[config.mk]
export PLATFORM = sky130hd
export DESIGN_NAME = interval_timer_controller
export DESIGN_NICKNAME = d
export VERILOG_FILES = /design/src/rtl/timer_pkg.sv /design/src/rtl/prescaler_parameter.sv /design/src/rtl/interval_timer_controller.sv
export SDC_FILE = /design/constraint.sdc
export NUM_CORES = 1
export LEC_CHECK = 0
export ABC_AREA = 0
export CAP_MARGIN = 10
export CELL_PAD_IN_SITES_DETAIL_PLACEMENT = 1
export CELL_PAD_IN_SITES_GLOBAL_PLACEMENT = 2
export CORE_MARGIN = 10
export CORE_UTILIZATION = 33
export CTS_CLUSTER_DIAMETER = 120
export CTS_CLUSTER_SIZE = 20
export DETAILED_ROUTE_END_ITERATION = 8
export HOLD_SLACK_MARGIN = 0.15
export PLACE_DENSITY_LB_ADDON = 0.1
export SETUP_SLACK_MARGIN = 0.05
export SYNTH_ARGS = -nofsm -noshare
export SYNTH_HDL_FRONTEND = slang
export SYNTH_SLANG_ARGS = --single-unit
[constraint.sdc]
create_clock -name clk -period 4.18 [get_ports clk]
set_input_delay 1.254 -clock clk [delete_from_list [all_inputs] [get_ports clk]]
set_output_delay 1.254 -clock clk [all_outputs]
set_load 0.01 [all_outputs]
[src/rtl/timer_pkg.sv]
// Shared types and mode-bit encodings for the interval timer controller.
package timer_pkg;

  typedef enum logic [1:0] {
    IDLE  = 2'd0,
    RUN   = 2'd1,
    PAUSE = 2'd2,
    DONE  = 2'd3
  } timer_state_t;

  localparam logic DIR_UP        = 1'b1;
  localparam logic MODE_PERIODIC = 1'b1;

endpackage

[src/rtl/prescaler_parameter.sv]
// Prescaler: emits a tick every prescale+1 enabled cycles; count freezes while en is low.
module prescaler_parameter #(
  parameter int pre_width = 8
) (
  input  logic                 clk,
  input  logic                 reset,
  input  logic                 en,
  input  logic                 clr,
  input  logic [pre_width-1:0] prescale,
  output logic                 tick
);

  logic [pre_width-1:0] cnt;

  assign tick = en && (cnt == prescale);

  always_ff @(posedge clk or negedge reset) begin
    if (!reset) begin
      cnt <= '0;
    end else if (clr) begin
      cnt <= '0;
    end else if (en) begin
      cnt <= tick ? '0 : cnt + 1'b1;
    end
  end

endmodule

[src/rtl/interval_timer_controller.sv]
// Interval timer controller: start/pause/resume/abort FSM driving a prescaled
// up/down counter with terminal-count pulse and sticky interrupt.
module interval_timer_controller
  import timer_pkg::*;
#(
  parameter int width     = 16,
  parameter int pre_width = 8
) (
  input  logic                 clk,
  input  logic                 reset,
  input  logic                 start,
  input  logic                 stop,
  input  logic                 clear,
  input  logic                 up,
  input  logic                 periodic,
  input  logic [width-1:0]     load_value,
  input  logic [pre_width-1:0] prescale,
  input  logic                 irq_ack,
  output logic [width-1:0]     q,
  output logic                 busy,
  output logic                 tick,
  output logic                 tc,
  output logic                 irq
);

  timer_state_t state, state_nxt;

  logic                 up_s, per_s;
  logic [width-1:0]     load_s;
  logic [pre_width-1:0] pre_s;
  logic [width-1:0]     q_nxt, term, origin;
  logic                 tc_nxt, launch, run_en, pre_clr;

  // A fresh start only launches from IDLE/DONE; stop outranks start everywhere.
  assign launch  = start && !stop && !clear && (state == IDLE || state == DONE);
  assign run_en  = (state == RUN) && !stop && !clear;
  assign pre_clr = clear || launch;

  assign term   = (up_s == DIR_UP) ? load_s : '0;
  assign origin = (up_s == DIR_UP) ? '0 : load_s;
  assign busy   = (state == RUN) || (state == PAUSE);

  prescaler_parameter #(
    .pre_width(pre_width)
  ) u_prescaler (
    .clk      (clk),
    .reset    (reset),
    .en       (run_en),
    .clr      (pre_clr),
    .prescale (pre_s),
    .tick     (tick)
  );

  always_ff @(posedge clk or negedge reset) begin
    if (!reset) begin
      state <= IDLE;
    end else begin
      state <= state_nxt;
    end
  end

  always_comb begin
    state_nxt = state;
    q_nxt     = q;
    tc_nxt    = 1'b0;
    if (clear) begin
      state_nxt = IDLE;
      q_nxt     = '0;
    end else if (launch) begin
      state_nxt = RUN;
      q_nxt     = (up == DIR_UP) ? '0 : load_value;
    end else begin
      case (state)
        RUN: begin
          if (stop) begin
            state_nxt = PAUSE;
          end else if (tick) begin
            if (q == term) begin
              tc_nxt = 1'b1;
              if (per_s == MODE_PERIODIC) begin
                q_nxt = origin;
              end else begin
                state_nxt = DONE;
              end
            end else begin
              q_nxt = (up_s == DIR_UP) ? q + 1'b1 : q - 1'b1;
            end
          end
        end
        PAUSE: begin
          if (start && !stop) begin
            state_nxt = RUN;
          end
        end
        default: ;
      endcase
    end
  end

  // irq is set from the registered tc, so an ack during the tc cycle loses.
  always_ff @(posedge clk or negedge reset) begin
    if (!reset) begin
      q      <= '0;
      tc     <= 1'b0;
      irq    <= 1'b0;
      up_s   <= 1'b0;
      per_s  <= 1'b0;
      load_s <= '0;
      pre_s  <= '0;
    end else begin
      q   <= q_nxt;
      tc  <= tc_nxt;
      irq <= tc || (irq && !irq_ack);
      if (launch) begin
        up_s   <= up;
        per_s  <= periodic;
        load_s <= load_value;
        pre_s  <= prescale;
      end
    end
  end

endmodule

# Word-level counts from Yosys, hierarchy flattened
# Index checks and enable logic that the tools add are counted.
# totals
wordCells,72
ff_bits,54
output_inout_bits,20
inputBits,32
# classes
mux,28
addsub,3
n_eq_ne,11
reduce_logical,21
# ops
cell,count
two-way mux 16 bit,11
two-way mux 8 bit,3
adder 16 x 1 -> 16 bit (second input constant),1
equality test 16 bit,1
subtractor 16 x 1 -> 16 bit (second input constant),1
two-way mux 2 bit,7
!= test 5 x 4 -> 1 bit (second input constant),2
adder 8 x 1 -> 8 bit (second input constant),1
equality test 8 bit,1
!= test 4 bit (second input constant),2
logical AND 1 bit,7
two-way mux 1 bit,6
nonzero test 3 bit,2
!= test 5 bit (second input constant),1
AND reduction 5 bit,1
equality test 2 bit (second input constant),2
logical OR 1 bit,4
one-hot mux 2 bit (2 select lines),1
AND reduction 4 bit,1
nonzero test 4 bit,1
logical NOT 1 bit,3
!= test 3 x 1 -> 1 bit (second input constant),1
equality test 2 x 1 -> 1 bit (second input constant),1
logical NOT 2 bit,1
nonzero test 2 bit,1

# Logic depth before layout (Yosys ltp)
# logic_depth
ltp_word,9
depth_mapped,12
mapped_depth_nobuf,9

# Hierarchy
# A second synthesis with hierarchy kept.
# unflattened
hier_cells,445
area_unflattened_um2,3762.4
# modules_own_cells
mod,seq_area_each_um2,n_inst,cells_each,area_per_inst_um2
interval_timer_controller,1151.1,1,394,3241.9
prescaler_parameter,200.2,1,51,520.5

# Least setup slack after synthesis
# No wires, ideal clock.
# synth_timing
kind,input to output
start,input port stop
end,output port tick
t_required_ps,2926
path_slack_ps,749
t_arrival_ps,2177
stages,3
path_cell_list,nand2b_1 > or3_1 > nor3_1
# synth_between
elab_chain_len,4
# synth_rtl
item,line_no,source
"start, declared",interval_timer_controller.sv:12,"input logic stop,"
logical NOT 1 bit,interval_timer_controller.sv:36,assign run_en = (state == RUN) && !stop && !clear;
logical AND 1 bit (2 in series),interval_timer_controller.sv:36,
logical AND 1 bit,prescaler_parameter.sv:15,assign tick = en && (cnt == prescale);
"end, declared",interval_timer_controller.sv:21,"output logic tick,"
# Every way passes these cells.

# Worst setup path in the final report
# Same ends and word-level chain as after synthesis.

==> flow_metrics.tcl <==
set metrics [dict create \
    synthTopCellsByCount "96 x nand2_1, 54 x dfrtp_1, 29 x o21ai_0" \
    seqCellArea_um2 1350 \
    fillCellCount 1378 \
    maxUsedRoutingLayer "met4" \
    drtIter0Drc 310 \
    grt_pass1_wl_um 22500 \
    io_buffers 51 \
    ys_ff_latch 54 \
    firstDrtPassIters 6 \
    grt_pass1_vias 3948 \
    crit_type "in2out" \
    cellPowerDensity_nw_per_um2 815 \
    final_nets 571 \
    area_delta_synth_final_pct 22.1 \
    timing.hold.ws_ns 0.460 \
    grt.total_usage_pct 17.1 \
    drt-met1-wl_um 6810 \
    io-pin-count 52 \
    tightest_slew_ns 0.876 \
    synth-async-reset-ratio_pct 100 \
    crit_path_start "stop" \
    setup_tns_ns 0 \
    root_buffer "clkbuf_16" \
    finalSetupViolCount 0 \
    vdd_drop_max_mv 0.355 \
    met3RoutedLength_um 707 \
    wirelength_um 14000 \
    r2r-start "up_s$_DFFE_PN0P_" \
    end_kind "primary output" \
    avgSynthCellArea_um2 8.27 \
    rsz0062_at_grt "false" \
    gp_congestion 0.791 \
    wl_met2_um 6310 \
    skew_ns 0.00992 \
    die-height_um 128 \
    netlist_instances 467 \
    postCtsSetupRepairBufs 0 \
    netlist_area_um2 3860 \
    overflow 0 \
    status "completed" \
    final_cells 664 \
    holdCritStartpoint "tc$_DFF_PN0_" \
    yosysSeqAreaShare_pct 35.0 \
    arrival_ns 2.71 \
    fmax_mhz 253 \
    placed_cells 657 \
    slew-limit-headroom_pct 41.1 \
    postRouteAntennaNets 0 \
    cp_max_fo 3 \
    synth_edf_count 0 \
    cts_buffers 5 \
    final_area_um2 4710 \
    cts_tree "done" \
    synth_area_leaders "dfrtp_1 35%, nand2_1 9.3%, ha_1 5.5%" \
    routed_via_density 5.80 \
    vias 3852 \
    cp.required_ns 2.93 \
    clockBufferDepth 2 \
    dpl.hpwl_um 10300 \
    dieArea_um2 16400 \
    worstHoldPathType "reg2reg" \
    wire_per_inst_um 21.1 \
    antenna_cells 0 \
    rows 39 \
    hold_violations 0 \
    synth.distinct_cells 57 \
    ys.flop_type "dfrtp_1" \
    core_um2 11400 \
    grt_max_degree 33 \
    cts.sinks 54 \
    drv_cap 0 \
    finalMaxSlewViolations 0 \
    finalCritPeriodShare_pct 94.7 \
    multiInputGateArea_um2 2380 \
    period_needed_ns 3.96 \
    synth_warnings 0 \
    yosysTopAreaCell "dfrtp_1" \
    dieWidth_um 128 \
    leakage_nw 2.04 \
    route.detailed.drc 0 \
    htree_levels 2 \
    synth_top_area_share_pct 35.0 \
    start_util_pct 33.8 \
    dpl-instance-area_um2 4580 \
    hold_buffers 0 \
    drive_gt1_share_pct 6.33 \
    synth.most_common_cell "nand2_1" \
    path_clk_slew_ns 0.07 \
    insertion_delay_ns 0.30 \
    syn_nets 517 \
    critPathLaunchType "input port" \
    antenna_found_initial 0 \
]
## metal layers
layer,vias up,GRT usage [%]
met2,90,26.1
met5,-,0
met1,1930,24.4
met4,0,3.71
li1,1819,-
met3,13,2.98
## metrics by stage
step	util (%)	power (mW)	setup WS (ns)
5_1_grt	41.3	4.19	0.121
4_1_cts	41.3	3.85	0.206
3_3_place_gp	40.1	3.34	-0.0339
6_report	41.3	3.84	0.220
3_5_place_dp	40.1	3.41	-0.0856
2_1_floorplan	-	2.57	0.749
## placed cells by master, fill, tap and decap left out, types with 2 or more instances in the layout
cell / netlist / final
a211oi_1: 4 / 4
a21o_1: 8 / 8
a21oi_1: 24 / 24
a222oi_1: 4 / 4
a22oi_1: 3 / 3
a311oi_1: 11 / 11
a31oi_1: 6 / 6
and3_1: 4 / 4
and4_1: 7 / 7
buf_4: 1 / 16
clkbuf_16: 0 / 5
clkdlybuf4s50_1: 0 / 49
dfrtp_1: 54 / 54
ha_1: 17 / 17
inv_1: 11 / 11
mux2i_1: 2 / 2
nand2_1: 96 / 96
nand2b_1: 4 / 4
nand3_1: 17 / 17
nand3b_1: 2 / 2
nand4_1: 7 / 7
nand4b_1: 7 / 7
nor2_1: 20 / 19
nor3_1: 22 / 22
nor3b_1: 3 / 3
nor4_2: 1 / 2
o21a_1: 8 / 8
o21ai_0: 29 / 29
o21bai_1: 2 / 2
o22ai_1: 10 / 10
o2bb2ai_1: 2 / 2
o31ai_1: 6 / 6
or2_2: 3 / 3
or3_1: 4 / 4
xnor2_1: 12 / 12
xor2_1: 18 / 18
## state kept, by name, indices dropped and copies added, names as in the netlist
signal / count
up_s: 1
per_s: 1
tc: 1
q: 16
state: 2
u_prescaler.cnt: 8
load_s: 16
irq: 1
pre_s: 8
## cell type report
type	instances	share of cell area (%)
Multi-Input combinational cell	381	50.4
Clock inverter	2	0.292
Timing Repair Buffer	67	13.2
Sequential cell	54	28.7
Clock buffer	5	2.65
Inverter	12	0.955
Tap cell	143	3.80
## final timing paths
check / end / slack, ns / cells after the start
min: irq$_DFF_PN0_ / 0.46 / 1
max: tick / 0.22 / 5
min in group asynchronous: load_s[0]$_DFFE_PN0P_ / 0.94 / 1
max reg2reg: q[13]$_DFFE_PN0P_ / 0.84 / 7
min reg2reg: irq$_DFF_PN0_ / 0.46 / 1
max in group asynchronous: load_s[15]$_DFFE_PN0P_ / 2.38 / 2
## worst max-delay path, stage by stage
cell,delay (ns)
clkdlybuf4s50_1,0.43
nand2b_1,0.18
or3_1,0.33
nor3_1,0.21
dlygate4sd2_1,0.30
## cells by family (layout without fill, tap and decap cells)
| logic type | Yosys count | count (layout) | share of synthesized area [%] |
|---|---|---|---|
| AND/OR/NAND/NOR | 204 | 204 | 26.0 |
| AO/OA/AOI/OAI | 126 | 126 | 21.7 |
| XOR/XNOR | 30 | 30 | 6.80 |
| adder cells (fa/ha/maj) | 18 | 18 | 6.03 |
| flip-flops | 54 | 54 | 35.0 |
| buffers and inverters | 32 | 86 | 3.69 |
| multiplexers | 3 | 3 | 0.810 |
## repair_timing
action                                  4_1_cts  5_1_grt
endpoints found under the hold margin         0        0
gates resized for setup                       1        0
endpoints found under the setup margin        1        0
## report_power, final
group | switching, mW | total (mW) | internal, mW
registers | 0.332 | 1.05 | 0.713
logic | 1.35 | 2.37 | 1.02
clock network | 0.201 | 0.422 | 0.221
total | 1.89 | 3.84 | 1.95
Note: power is estimated with default switching activity, not from simulation.
